--- src/rtl/led_scan_pkg.sv ---
// rtl/led_scan_pkg.sv - shared state encoding and counter sizing for the LED column scanner
package led_scan_pkg;

  typedef enum logic [1:0] {
    S_IDLE  = 2'd0,
    S_BLANK = 2'd1,
    S_ON    = 2'd2
  } scan_state_t;

  // Counter must hold 0..max(dwell, blank)-1; never narrower than one bit.
  function automatic int cnt_width(input int dwell, input int blank);
    int m;
    m = (dwell > blank) ? dwell : blank;
    return ($clog2(m) < 1) ? 1 : $clog2(m);
  endfunction

endpackage

--- src/rtl/led_scan_controller_dwell_timer.sv ---
// rtl/led_scan_controller_dwell_timer.sv - loadable terminal-count counter (dwell_timer)
module dwell_timer #(
  parameter int W = 4
) (
  input  logic         clk,
  input  logic         rst_n,
  input  logic         clear,
  input  logic         load,
  input  logic [W-1:0] limit,
  output logic [W-1:0] count,
  output logic         done
);

  logic [W-1:0] term;

  // Load restarts from zero with a new terminal value; clear only zeroes the count.
  always_ff @(posedge clk) begin
    if (!rst_n) begin
      count <= '0;
      term  <= '0;
    end else if (load) begin
      count <= '0;
      term  <= limit;
    end else if (clear) begin
      count <= '0;
    end else begin
      count <= count + W'(1);
    end
  end

  assign done = (count == term);

endmodule

--- src/rtl/led_scan_controller.sv ---
// rtl/led_scan_controller.sv - column scan sequencer with double-buffered frames; LED_SCAN_BRIGHTNESS_EN enables dwell dimming
module led_scan_controller
  import led_scan_pkg::*;
#(
  parameter int N            = 8,
  parameter int DWELL_CYCLES = 1000,
  parameter int BLANK_CYCLES = 4,
  parameter int BRIGHT_W     = 4
) (
  input  logic                clk,
  input  logic                rst_n,
  input  logic                scan_en,
  input  logic [N*N-1:0]      frame_in,
  input  logic                frame_valid,
  output logic                frame_ready,
  input  logic [BRIGHT_W-1:0] brightness,
  output logic                ena,
  output logic [$clog2(N):0]  x,
  output logic [N*N-1:0]      cells,
  output logic                frame_start
);

  localparam int XW = $clog2(N) + 1;
  localparam int CW = cnt_width(DWELL_CYCLES, BLANK_CYCLES);

  if (N < 1 || N > 8) begin : g_bad_n
    $error("led_scan_controller: N must be 1..8");
  end
  if (DWELL_CYCLES < 1) begin : g_bad_dwell
    $error("led_scan_controller: DWELL_CYCLES must be >= 1");
  end
  if (BLANK_CYCLES < 1) begin : g_bad_blank
    $error("led_scan_controller: BLANK_CYCLES must be >= 1");
  end

  scan_state_t    state, state_nxt;
  logic [CW-1:0]  cnt, cnt_nxt, limit;
  logic           done, load, clear, start, adv, last_col, boundary, on_lit;
  logic [N*N-1:0] pending;
  logic           pending_full;

  dwell_timer #(.W(CW)) u_timer (
    .clk   (clk),
    .rst_n (rst_n),
    .clear (clear),
    .load  (load),
    .limit (limit),
    .count (cnt),
    .done  (done)
  );

  assign last_col = (x == XW'(N - 1));
  assign boundary = start | (adv & last_col);
  assign cnt_nxt  = (load | clear) ? '0 : cnt + CW'(1);

`ifdef LED_SCAN_BRIGHTNESS_EN
  // Full-width product so the threshold is exact before the shift.
  localparam int PW = CW + BRIGHT_W + 1;
  logic [PW-1:0] prod, thr;
  assign prod   = PW'(DWELL_CYCLES) * PW'(brightness);
  assign thr    = prod >> BRIGHT_W;
  assign on_lit = (PW'(cnt_nxt) < thr);
`else
  logic unused_bright;
  assign unused_bright = ^brightness;
  assign on_lit        = 1'b1;
`endif

  // Next-state decode; scan_en low always forces idle, even mid-column.
  always_comb begin
    state_nxt = state;
    load      = 1'b0;
    clear     = 1'b0;
    start     = 1'b0;
    adv       = 1'b0;
    limit     = CW'(BLANK_CYCLES - 1);
    if (!scan_en) begin
      state_nxt = S_IDLE;
      clear     = 1'b1;
    end else begin
      case (state)
        S_IDLE: begin
          state_nxt = S_BLANK;
          load      = 1'b1;
          start     = 1'b1;
        end
        S_BLANK: begin
          if (done) begin
            state_nxt = S_ON;
            load      = 1'b1;
            limit     = CW'(DWELL_CYCLES - 1);
          end
        end
        S_ON: begin
          if (done) begin
            state_nxt = S_BLANK;
            load      = 1'b1;
            adv       = 1'b1;
          end
        end
        default: begin
          state_nxt = S_IDLE;
          clear     = 1'b1;
        end
      endcase
    end
  end

  // State, registered enable, column index and frame double buffer.
  always_ff @(posedge clk) begin
    if (!rst_n) begin
      state        <= S_IDLE;
      ena          <= 1'b0;
      x            <= '0;
      cells        <= '0;
      frame_start  <= 1'b0;
      pending      <= '0;
      pending_full <= 1'b0;
      frame_ready  <= 1'b1;
    end else begin
      state       <= state_nxt;
      ena         <= (state_nxt == S_ON) && on_lit;
      frame_start <= boundary;
      if (start || (adv && last_col)) begin
        x <= '0;
      end else if (adv) begin
        x <= x + XW'(1);
      end
      // Swap needs a full buffer and transfer needs an empty one, so they never collide.
      if (boundary && pending_full) begin
        cells        <= pending;
        pending_full <= 1'b0;
        frame_ready  <= 1'b1;
      end else if (frame_valid && frame_ready) begin
        pending      <= frame_in;
        pending_full <= 1'b1;
        frame_ready  <= 1'b0;
      end
    end
  end

endmodule

--- config.mk ---
export PLATFORM = sky130hd
export DESIGN_NAME = led_scan_controller
export DESIGN_NICKNAME = d
export VERILOG_FILES = /design/src/rtl/led_scan_pkg.sv /design/src/rtl/led_scan_controller_dwell_timer.sv /design/src/rtl/led_scan_controller.sv
export SDC_FILE = /design/constraint.sdc
export NUM_CORES = 1
export LEC_CHECK = 0
export BUFFER_PORTS_ARGS = -buffer_cell sky130_fd_sc_hd__buf_4
export CAP_MARGIN = 10
export CORE_MARGIN = 1.5
export CORE_UTILIZATION = 35
export DETAILED_ROUTE_END_ITERATION = 8
export PLACE_DENSITY = 0.53
export SLEW_MARGIN = 20
export SYNTH_ARGS = -nofsm -noshare
export SYNTH_HDL_FRONTEND = slang
export SYNTH_SLANG_ARGS = --single-unit
--- constraint.sdc ---
create_clock -name clk -period 2.49 [get_ports clk]
set_clock_uncertainty 0.05 [all_clocks]
set_input_delay 0.1245 -clock clk [delete_from_list [all_inputs] [get_ports clk]]
set_output_delay 0.1245 -clock clk [all_outputs]
set_load 0.05 [all_outputs]
Word-level counts from Yosys, hierarchy flattened
Index checks and enable logic that the tools add are counted.

Add/sub/neg operators: 2. Reductions and logical operators: 11. Multiplexer cells: 16. Bitwise logic cells: 4. Equality and inequality tests: 5.

Operators by type and width (number): $mux 10 (3); $add 10x1->10 const B (1); $eq 10x10->1 (1); $mux 1 (8); $mux 2 (3); $pmux 2 s3 (1); $reduce_or 2->1 (3); $reduce_or 3->1 (2); $add 4x1->4 const B (1); $eq 2x2->1 const B (2); $eq 4x3->1 const B (1); $logic_and 1x1->1 (3); $eq 2x1->1 const B (1); $logic_not 2->1 (1); $not 1->1 (2); $pmux 1 s2 (1); $reduce_and 2->1 (1); $and 1x1->1 (1); $logic_or 1x1->1 (1); $or 1x1->1 (1).

Logic and storage cells: 48. Input bits: 72. Register bits after elaboration: 158. Output and inout bits: 71.

Longest topological paths before layout
Gate-level depths: netlist (run 1).

Depth after elaboration: 9. Mapped depth: 9. Depth with buffers taken out: 7.

Modules after synthesis
From an unflattened synthesis (run 1), not the netlist that was laid out.

Cell total of the unflattened synthesis: 639. Area total of the unflattened synthesis: 6293.5 um^2.

By module, submodules not included: led_scan_controller (area an instance 5383.9 um^2, instances 1, sequential area each 2762.6 um^2, cells each 546); dwell_timer (area an instance 909.6 um^2, instances 1, sequential area each 400.4 um^2, cells each 93).

Least setup slack after synthesis (run 1)
OpenSTA, ideal clock, no wires.

Kind: reg2reg. Start: register x[0]. End: register cells[0]. Path slack: 58 ps. Period minus slack after synthesis: 2432 ps. Arrival: 2308 ps. Stages on the path, launching flop included: 9. Required time: 2366 ps. Path through: dfxtp_1 ha_1 nand2_1 or3_1 a211o_1 buf_6 buf_6 or3_1 o211ai_2.

Cells in the longest elaborated chain, start to end: 4.

RTL lines: start, declared (line led_scan_controller.sv:18) `output logic [$clog2(N):0] x,`; start signal, assigned (line led_scan_controller.sv:127) `x <= x + XW'(1);`; $eq 4x3->1 (line led_scan_controller.sv:52) `assign last_col = (x == XW'(N - 1));`; $and 1x1->1 (line led_scan_controller.sv:53) `assign boundary = start | (adv & last_col);`; $or 1x1->1 (line led_scan_controller.sv:53); $logic_and 1x1->1 (line led_scan_controller.sv:130) `if (boundary && pending_full) begin`; end signal, assigned (line led_scan_controller.sv:131) `cells <= pending;`; end, declared (line led_scan_controller.sv:19) `output logic [N*N-1:0] cells,`.

No other way between the ends. A chain may end at the register's enable or synchronous reset.

Worst setup path in the final report (run 1)
Start: register state[0]. End: register cells[23].

Cells in the longest elaborated chain, start to end: 6.

RTL lines: start, declared (line led_scan_controller.sv:36) `scan_state_t state, state_nxt;`; start signal, assigned (line led_scan_controller.sv:121) `state <= state_nxt;`; $eq 2x2->1 (line led_scan_controller.sv:81) `case (state)`; $mux 1 (line led_scan_controller.sv:81); $mux 1 (line led_scan_controller.sv:77) `if (!scan_en) begin`; $and 1x1->1 (line led_scan_controller.sv:53); $or 1x1->1 * (line led_scan_controller.sv:53); $logic_and 1x1->1 * (line led_scan_controller.sv:130).

Mark *: on every way between the ends. The rest lies on a longest branch, timed or not.

==> impl_metrics.env, run 1 <==
export IMPL_antenna_found_initial=1
export IMPL_final_cell_mix="nand2_1 (201), buf_4 (150), dfxtp_1 (149)"
export IMPL_drcViolationCount=0
export IMPL_htree_levels=4
export IMPL_fin_crit_ns=2.26
export IMPL_synth_simple_area_share_pct=26.9
export IMPL_synth_seq_cells=150
export IMPL_synthXorXnorAreaFrac_pct=1.28
export IMPL_io_buffers=138
export IMPL_cp_arrival_ns=2.55
export IMPL_dp_cells=1257
export IMPL_clock_sinks=150
export IMPL_hold_start="rst_n"
export IMPL_yosys_cell_types_count=36
export IMPL_rows=53
export IMPL_layout_commonest_cell="nand2_1"
export IMPL_cpPeakStageDelay_ns=0.40
export IMPL_multi_input_area_um2=4100
export IMPL_path_delay_family="simple AND/OR/NAND/NOR gates"
export IMPL_rrSetupSlack_ns=0.23
export IMPL_tightest_slew_ns=0.926
export IMPL_drt_iter0_markers=300
export IMPL_r2r_cells=8
export IMPL_worstPathCellList="inv_1 -> ha_1 -> nand2_1 -> or3_1 -> a211o_2 -> buf_12 -> or3_1 -> o211ai_1"
export IMPL_worst_hold_path_type="in -> reg"
export IMPL_ys_flop_type="dfxtp_1"
export IMPL_leakagePower_nw=3.93
export IMPL_post_cts_setup_buffers=0
export IMPL_synthesis_area_um2=7520
export IMPL_rsz0062_at_grt="false"
export IMPL_detail_route_antenna_nets=0
export IMPL_cts_resized_gates=0
export IMPL_fin_setup_tns_ns=0
export IMPL_area_growth_syn_to_layout_pct=33.1
export IMPL_dp_hpwl_mm=11.9
export IMPL_postSynth_asyncResetShare_pct=0
export IMPL_routedWlPerCell_um=15.0
export IMPL_start_util_pct=35.8
export IMPL_final_cell_area_um2=10000
export IMPL_crit_buf_inv=2
export IMPL_grt_total_usage_pct=18.6
export IMPL_cap_violations=0
export IMPL_synth_compound_gate_area_share_pct=16.0
export IMPL_slowest_stage="or3_1"
export IMPL_grt_remaining_overflow=0
export IMPL_syn_area_per_cell_um2=8.19
export IMPL_die_w_um=150
export IMPL_synthCells=918
export IMPL_gp_congestion=0.759
export IMPL_synth_top_family_by_area="simple AND/OR/NAND/NOR gates"
export IMPL_setup_viol=0
export IMPL_hold_slack_ns=0.0784
export IMPL_clkTransAtPathRegs_ns=0.07
export IMPL_fin_nets=1145
export IMPL_crit_required_ns=2.77
export IMPL_ios=143
export IMPL_ctsHoldBuffers=66
export IMPL_ctsRootBufferMaster="clkbuf_16"
export IMPL_crit_path_start_kind="register"
export IMPL_grt_pass1_wl_mm=33.5
export IMPL_relSlewSlack_pct=38.3
export IMPL_numCtsBuffers=17
export IMPL_yosys_warnings=0
export IMPL_cp_common_cell="or3_1"
export IMPL_via_per_inst=5.20
export IMPL_timing_rr_end="cells[23]"
export IMPL_final_cells=1356
export IMPL_dieArea_um2=22400
export IMPL_synth_seq_area_share_pct=39.9
export IMPL_period_share_pct=90.9
export IMPL_first_global_vias=6556
export IMPL_critPathKind="reg -> reg"
export IMPL_vias=7047
export IMPL_drive_above_1_share_pct=22.0
export IMPL_status="finished clean"
export IMPL_min_path_cells=3
export IMPL_firstDrtPassIters=4
export IMPL_wl_mm=20.4
export IMPL_clk_insertion_delay_late_ns=0.41
export IMPL_p_per_area_nw_per_um2=592
export IMPL_peakVddDrop_uv=343
export IMPL_cts_buffer_depth=2
export IMPL_nFillCells=2065
export IMPL_synthesis_nets=996
export IMPL_seq_area_um2=3000
export IMPL_max_freq_ghz=0.442
export IMPL_hold_viol_final=0
export IMPL_cts_tree="built"
export IMPL_r2r_start="state[0]"
export IMPL_min_to="pending[40]"
export IMPL_muxShareOfSynthArea_pct=8.92
export IMPL_drv_slew=0
export IMPL_fp_dieH_um=150
export IMPL_place_area_um2=8770
export IMPL_grt_max_degree=95
export IMPL_synthAdderAreaFrac_pct=0.999
export IMPL_core_area_um2=21000
export IMPL_path_max_fanout=66
export IMPL_synth_edff_count=0
export IMPL_endpoint_kind="register"
worst register-to-register path, stage by stage, from the launching register on:
cell and delay [ns]:
dfxtp_1 0.34, inv_1 0.09, ha_1 0.20, nand2_1 0.09
or3_1 0.40, a211o_2 0.32, buf_12 0.21, or3_1 0.38
o211ai_1 0.11
layout make-up:
class	instances	area share, %
Timing Repair Buffer	225	19.6
Clock buffer	18	4.39
Multi-Input combinational cell	668	41.0
Inverter	5	0.213
Antenna cell	1	0.0250
Sequential cell	150	30.0
Clock inverter	14	1.28
Tap cell	275	3.44
flip-flops by register name (all words and copies together), names as in the netlist:
signal / cells
frame_ready: 1
pending: 64
frame_start: 1
pending_full: 1
x: 4
state: 2
ena: 1
cells: 64
u_timer.count: 10
u_timer.term: 2
through the flow:
step / power, mW / util [%] / setup slack (ns)
after global placement: 3.40 / 41.7 / 0.253
after CTS: 6.01 / 47.6 / 0.196
final: 5.92 / 47.6 / 0.225
after global routing: 6.21 / 47.6 / 0.0541
after detailed placement: 3.41 / 41.7 / 0.228
after floorplan: 3.12 / - / 0.0585
per-layer routing:
metal,share of wire (%),track usage (%),vias to the layer above
met4,1.0,5.20,0
met1,48,25.2,3304
met2,46,30.1,159
met5,0,0,-
li1,-,-,3571
met3,4.3,3.54,13
worst max-delay path by stage:
stage | from | to | depth (start not counted)
floorplan | x[0] | cells[0] | 8
global placement | state[0] | cells[25] | 8
detailed placement | state[0] | cells[20] | 8
CTS | state[1] | cells[23] | 7
global route | state[0] | cells[12] | 8
finish | state[0] | cells[23] | 8
synthesized netlist by cell type (4+ instances only):
| library cell | count | area (um^2) |
|---|---|---|
| a31oi_1 | 64 | 400 |
| or3_1 | 65 | 407 |
| xnor2_1 | 6 | 52.6 |
| o211ai_2 | 40 | 500 |
| nand3_1 | 76 | 380 |
| ha_1 | 6 | 75.1 |
| nor2_1 | 15 | 56.3 |
| mux2i_1 | 67 | 671 |
| buf_2 | 8 | 40.0 |
| and3_1 | 4 | 25.0 |
| buf_6 | 5 | 56.3 |
| clkbuf_1 | 76 | 285 |
| nor3_1 | 67 | 335 |
| inv_1 | 4 | 15.0 |
| nor4_1 | 5 | 31.3 |
| buf_4 | 6 | 45.0 |
| a21oi_1 | 4 | 20.0 |
| o211ai_1 | 24 | 180 |
| xor2_1 | 5 | 43.8 |
| dfxtp_1 | 150 | 3000 |
| nand2_1 | 202 | 758 |
where the power goes:
part	internal [mW]	total [mW]	switching (mW)
sequential	2.51	2.58	0.0662
combinational	0.339	0.855	0.516
clock	1.41	2.49	1.08
total	4.26	5.92	1.67
cells by family (layout without fill, tap and decap cells):
group	Yosys count	after routing
and+or+nand+nor	439	439
DFF	150	150
AOI/OAI and AO/OA	145	145
buffers and inverters	100	262
muxes	67	67
xor gates and xnor gates	11	11
adders and majority gates	6	6
other	0	1
(Power assumes the default switching activity.)
==> inputs of run 2 (changes only) <==
--- a/config.mk
+++ b/config.mk
@@ -5,12 +5,13 @@
 export SDC_FILE = /design/constraint.sdc
 export NUM_CORES = 1
 export LEC_CHECK = 0
+export ABC_AREA = 1
 export BUFFER_PORTS_ARGS = -buffer_cell sky130_fd_sc_hd__buf_4
 export CAP_MARGIN = 10
 export CORE_MARGIN = 1.5
 export CORE_UTILIZATION = 35
 export DETAILED_ROUTE_END_ITERATION = 8
-export PLACE_DENSITY = 0.53
+export PLACE_DENSITY = 0.54
 export SLEW_MARGIN = 20
 export SYNTH_ARGS = -nofsm -noshare
 export SYNTH_HDL_FRONTEND = slang
==> run 2 against run 1 <==
Die area decreased by 18%. Global-route usage decreased by 2.8 points. Via count decreased by 21%. Final area decreased by 15%. Count of clock-buffer cells in the layout increased by 1. Critical path type unchanged. Largest cell class is now sequential cells. Largest power group is now the clock network. Highest routed layer unchanged.
==> impl_metrics.env, run 2 <==
export IMPL_grt_pass1_wl_mm=23.3
export IMPL_antennaDiodeCount=0
export IMPL_clk_insertion_delay_late_ns=0.42
export IMPL_reg_top3="cells: 64 flops, pending: 64 flops, u_timer.count: 10 flops"
export IMPL_p_total_mw=6.48
export IMPL_rsz0062_at_grt="false"
export IMPL_synth_seq_area_share_pct=49.2
export IMPL_synth_most_common_cell="nor2_1"
export IMPL_wl_mm=14.2
export IMPL_synthCells=840
export IMPL_htree_levels=4
export IMPL_path_max_fanout=127
export IMPL_status="finished clean"
export IMPL_hold_viol_final=0
export IMPL_numCtsBuffers=17
export IMPL_fin_crit_ns=2.15
export IMPL_synthTopCellsByArea="dfxtp_1 (49%), nor2_1 (13%), nand2_1 (6.1%), nand3_1 (6.1%), a21oi_1 (5.9%)"
export IMPL_cts_tree="built"
export IMPL_crit_required_ns=2.75
export IMPL_synth_seq_cells=150
export IMPL_syn_area_per_cell_um2=7.26
export IMPL_synth_top_area_cell="dfxtp_1"
export IMPL_synthesis_nets=918
export IMPL_ys_flop_type="dfxtp_1"
export IMPL_post_cts_setup_buffers=0
export IMPL_worst_hold_path_type="in -> reg"
export IMPL_p_int_mw=4.73
export IMPL_area_growth_syn_to_layout_pct=40.0
export IMPL_p_per_area_nw_per_um2=759
export IMPL_place_area_um2=7240
export IMPL_synth_edff_count=0
export IMPL_vias=5597
export IMPL_nFillCells=1739
export IMPL_core_area_um2=17200
export IMPL_relSlewSlack_pct=46.4
export IMPL_die_w_um=135
export IMPL_clock_sinks=150
export IMPL_drt_iter0_markers=186
export IMPL_synth_top_area_share_pct=49.2
export IMPL_multi_input_area_um2=2470
export IMPL_drive_above_1_share_pct=17.8
export IMPL_grt_total_usage_pct=15.9
export IMPL_firstDrtPassIters=4
export IMPL_postSynth_asyncResetShare_pct=0
export IMPL_clkTransAtPathRegs_ns=0.06
export IMPL_setup_viol=0
export IMPL_clkPwrFrac_pct=42.2
export IMPL_tightest_slew_ns=0.805
export IMPL_drv_slew=0
export IMPL_io_buffers=138
export IMPL_ios=143
export IMPL_p_comb_share_pct=16.6
export IMPL_grt_remaining_overflow=0
export IMPL_synthesis_area_um2=6100
export IMPL_fp_dieH_um=135
export IMPL_start_util_pct=35.5
export IMPL_cap_violations=0
export IMPL_grt_max_degree=128
export IMPL_yosys_cell_types_count=27
export IMPL_rows=48
export IMPL_pwr_share_seq_pct=41.2
export IMPL_postLayoutCoreUtil_pct=49.7
export IMPL_cts_buffer_depth=2
export IMPL_cp_arrival_ns=2.41
export IMPL_detail_route_antenna_nets=0
export IMPL_period_share_pct=86.2
export IMPL_dieArea_um2=18200
export IMPL_swShare_pct=27.1
export IMPL_layout_commonest_cell="nor2_1"
export IMPL_yosys_warnings=0
export IMPL_leakagePower_nw=3.97
export IMPL_dp_hpwl_mm=8.70
export IMPL_gp_congestion=0.710
export IMPL_drcViolationCount=0
export IMPL_peakVddDrop_uv=458
export IMPL_critPathKind="reg -> reg"
export IMPL_final_cell_mix="nor2_1 (211), dfxtp_1 (150), buf_4 (140)"
export IMPL_antenna_found_initial=0
export IMPL_ctsRootBufferMaster="clkbuf_16"
export IMPL_first_global_vias=5051
export IMPL_endpoint_kind="register"
export IMPL_final_cell_area_um2=8540
export IMPL_p_switching_mw=1.75
export IMPL_routedWlPerCell_um=11.3
export IMPL_max_freq_ghz=0.466
export IMPL_synthTopCellsByCount="nor2_1 (211), dfxtp_1 (150), nand2_1 (99)"
export IMPL_crit_path_start_kind="register"
export IMPL_seq_area_um2=3000
export IMPL_fin_nets=1093
export IMPL_fin_setup_tns_ns=0
export IMPL_via_per_inst=4.47
[run 2: cell families after synthesis]
kind of cell / Yosys count / synth area share [%]
adder cells (fa/ha/maj): 6 / 1.23
AO/OA/AOI/OAI: 143 / 11.8
buffers and inverters: 139 / 10.5
XOR/XNOR: 5 / 0.718
AND/OR/NAND/NOR: 397 / 26.5
flip-flops: 150 / 49.2
[run 2: power groups by stage]
stage	Clock, mW	Sequential (mW)	Combinational (mW)
floorplan	0	2.94	0.488
global placement	0	2.71	0.999
detailed placement	0	2.72	1.00
CTS	2.83	2.67	1.09
global route	2.91	2.69	1.20
finish	2.74	2.67	1.08
[run 2: repair_timing]
item / in CTS / in global routing
hold endpoints to repair: 66 / 0
hold buffers: 66 / 0
gates resized for setup: 0 / 0
setup endpoints to repair: 0 / 0
[run 2: per-layer routing]
| layer | GRT usage, % | vias up | part of all wire [%] | wire length (um) |
|---|---|---|---|---|
| met4 | 5.85 | 0 | 1.3 | 180 |
| met3 | 4.99 | 16 | 5.1 | 723 |
| met5 | 0 | - | 0 | 0 |
| met2 | 25.9 | 117 | 47 | 6610 |
| li1 | - | 3011 | - | - |
| met1 | 19.6 | 2453 | 47 | 6680 |
[run 2: through the flow]
stage / cells / worst slack (ns) / hold slack (ns)
final: 1253 / 0.342 / 0.0201
after global routing: 1253 / 0.161 / 0.0319
after CTS: 1253 / 0.369 / 0.0150
after detailed placement: 1155 / 0.369 / 0.393
after global placement: 1155 / 0.373 / 0.386
after floorplan: 840 / 0.560 / 0.226
[run 2: critical path, cell delays in order (launching register included)]
cell     delay [ns]
dfxtp_1        0.40
inv_1          0.09
ha_1           0.23
nand2_1        0.11
inv_1          0.04
nand4_1        0.08
nand2_1        0.16
nand2_8        0.12
buf_12         0.38
nand3_1        0.16
nand2_1        0.11
nor2_1         0.05
[run 2: worst paths after layout]
| path | startpoint | end | slack (ns) | cells past startpoint |
|---|---|---|---|---|
| min reg2reg | pending[28] | pending[28] | 0.42 | 2 |
| max reg2reg | state[0] | pending[31] | 0.34 | 11 |
| min | rst_n | u_timer.term[1] | 0.02 | 3 |
| max | state[0] | pending[31] | 0.34 | 11 |
[run 2: area by class of cell]
cell class / count / share of cell area, %
multi-input cells: 551 / 28.9
flip-flops and latches: 150 / 35.2
clock buffers: 19 / 5.19
clock inverters: 13 / 2.32
repair buffers: 212 / 21.5
well taps: 225 / 3.30
inverters: 83 / 3.68
==> inputs of run 3 (changes only) <==
==> constraint.sdc (replaced) <==
create_clock -name clk -period 2.3 [get_ports clk]
set_clock_uncertainty 0.05 [all_clocks]
set_input_delay 0.115 -clock clk [delete_from_list [all_inputs] [get_ports clk]]
set_output_delay 0.115 -clock clk [all_outputs]
set_load 0.05 [all_outputs]
==> run 3 against run 2 <==
Non-clock buffer count up 4. Combinational power up 9%. Final cell count up 0.16%. Global-route usage up 0.45 points. Sequential power up 8.2%. Critical path depth unchanged. Highest routed layer unchanged. Worst setup slack worse by 0.11 ns. Maximum frequency up 4.0%. Register-to-register slack worse by 0.11 ns. Final area about the same. Sequential share of layout area about the same.
==> impl_metrics.env, run 3 (synthesized netlist as in run 2, its figures left out) <==
export IMPL_nFillCells=1783
export IMPL_final_cell_area_um2=8550
export IMPL_via_per_inst=4.46
export IMPL_numCtsBuffers=17
export IMPL_period_share_pct=89.8
export IMPL_grt_pass1_wl_mm=23.9
export IMPL_place_area_um2=7280
export IMPL_status="finished clean"
export IMPL_relSlewSlack_pct=63.9
export IMPL_top_layer="met4"
export IMPL_drv_slew=0
export IMPL_clkTransAtPathRegs_ns=0.06
export IMPL_rows=48
export IMPL_drive_above_1_share_pct=18.0
export IMPL_layout_commonest_cell="nor2_1"
export IMPL_antennaDiodeCount=0
export IMPL_area_growth_syn_to_layout_pct=40.1
export IMPL_die_w_um=135
export IMPL_hold_viol_final=0
export IMPL_p_int_mw=5.07
export IMPL_peakVddDrop_uv=528
export IMPL_drt_iter0_markers=194
export IMPL_grt_remaining_overflow=0
export IMPL_start_util_pct=35.5
export IMPL_rsz0062_at_grt="false"
export IMPL_fin_crit_ns=2.06
export IMPL_setup_viol=0
export IMPL_cp_arrival_ns=2.33
export IMPL_detail_route_antenna_nets=0
export IMPL_gp_congestion=0.753
export IMPL_ctsRootBufferMaster="clkbuf_16"
export IMPL_cap_violations=0
export IMPL_rrSetupSlack_ns=0.24
export IMPL_routedWlPerCell_um=11.5
export IMPL_crit_required_ns=2.56
export IMPL_dp_cells=1159
export IMPL_tightest_slew_ns=0.541
export IMPL_firstDrtPassIters=6
export IMPL_final_cells=1255
export IMPL_core_area_um2=17200
export IMPL_dp_hpwl_mm=8.90
export IMPL_swShare_pct=26.7
export IMPL_max_freq_ghz=0.484
export IMPL_reg_top3="cells: 64 flops, pending: 64 flops, u_timer.count: 10 flops"
export IMPL_worst_hold_path_type="in -> reg"
export IMPL_grt_total_usage_pct=16.3
export IMPL_p_per_area_nw_per_um2=810
export IMPL_r2r_cells=11
export IMPL_clock_sinks=150
export IMPL_io_buffers=138
export IMPL_fin_setup_tns_ns=0
export IMPL_antenna_found_initial=0
export IMPL_final_cell_mix="nor2_1 (211), dfxtp_1 (150), buf_4 (143)"
export IMPL_endpoint_kind="register"
export IMPL_postLayoutCoreUtil_pct=49.8
export IMPL_htree_levels=4
export IMPL_clk_insertion_delay_late_ns=0.41
export IMPL_fin_nets=1097
export IMPL_min_to="u_timer.term[1]"
export IMPL_r2r_start="state[0]"
export IMPL_cts_tree="built"
export IMPL_vias=5596
export IMPL_ios=143
export IMPL_grt_max_degree=132
export IMPL_cts_buffer_depth=2
export IMPL_wl_met1_mm=6.88
export IMPL_crit_path_start_kind="register"
export IMPL_fp_dieH_um=135
export IMPL_p_switching_mw=1.85
export IMPL_hold_start="rst_n"
export IMPL_wl_mm=14.5
export IMPL_met3_length_um=649
export IMPL_leakagePower_nw=3.99
export IMPL_first_global_vias=5027
export IMPL_p_comb_share_pct=17.0
export IMPL_min_path_cells=3
export IMPL_drcViolationCount=0
export IMPL_path_max_fanout=72
export IMPL_pwr_share_seq_pct=41.7
export IMPL_timing_rr_end="pending[47]"
export IMPL_post_cts_setup_buffers=0
export IMPL_critPathKind="reg -> reg"
export IMPL_dieArea_um2=18200
export IMPL_met2_length_mm=6.64
export IMPL_clkPwrFrac_pct=41.2
[run 3: cell types whose count changed in the layout (fill, tap and decap cells not counted), moves of 2 or more]
cell	change
clkbuf_8	+3
inv_8	-2
buf_4	+3
clkinv_4	-4
clkinv_2	+2
[run 3: how the worst max path moves through the flow]
stage	startpoint	endpoint	cells after the start
floorplan	x[0]	cells[0]	9
global placement	u_timer.term[8]	cells[40]	11
detailed placement	state[1]	cells[45]	10
CTS	state[0]	cells[45]	11
global route	state[0]	cells[63]	11
finish	state[0]	pending[47]	11
[run 3: critical path, stage by stage, from the launching register on]
cell	delay, ns
dfxtp_1	0.40
inv_1	0.08
ha_1	0.24
nand2_1	0.12
inv_1	0.05
nand4_1	0.08
nand2_1	0.15
nand2_8	0.21
buf_12	0.31
nand3_1	0.13
nand2_1	0.09
nor2_1	0.04
[run 3: timing repair]
action,CTS,global route
gates resized for setup,0,0
hold buffers,66,0
endpoints found under the setup margin,0,0
hold endpoints to repair,66,0
[run 3: routing by layer]
layer	track usage, %	vias to the layer above
met5	0	-
met3	4.02	23
met1	21.4	2445
met4	7.41	0
li1	-	3011
met2	25.4	117
[run 3: final cells by class]
cell class,count,area (um^2),share of cell area [%]
Multi-Input combinational cell,551,2470,28.9
Timing Repair Buffer,216,1870,21.9
Inverter,83,314,3.67
Clock inverter,8,121,1.42
Tap cell,225,282,3.29
Sequential cell,150,3000,35.1
Clock buffer,22,484,5.67
[run 3: through the flow]
step / total power [mW] / worst slack [ns] / hold slack [ns]
final: 6.92 / 0.235 / 0.0497
after global routing: 7.25 / 0.0260 / 0.0835
after CTS: 7.01 / 0.206 / 0.0380
after detailed placement: 4.04 / 0.205 / 0.381
after global placement: 4.03 / 0.246 / 0.378
after floorplan: 3.71 / 0.370 / 0.216
[run 3: power groups by stage]
stage | registers [mW] | clock network [mW] | logic (mW)
after CTS | 2.89 | 2.93 | 1.19
final | 2.89 | 2.86 | 1.18
after floorplan | 3.18 | 0 | 0.528
after global placement | 2.94 | 0 | 1.09
after detailed placement | 2.95 | 0 | 1.10
after global routing | 2.91 | 3.03 | 1.30
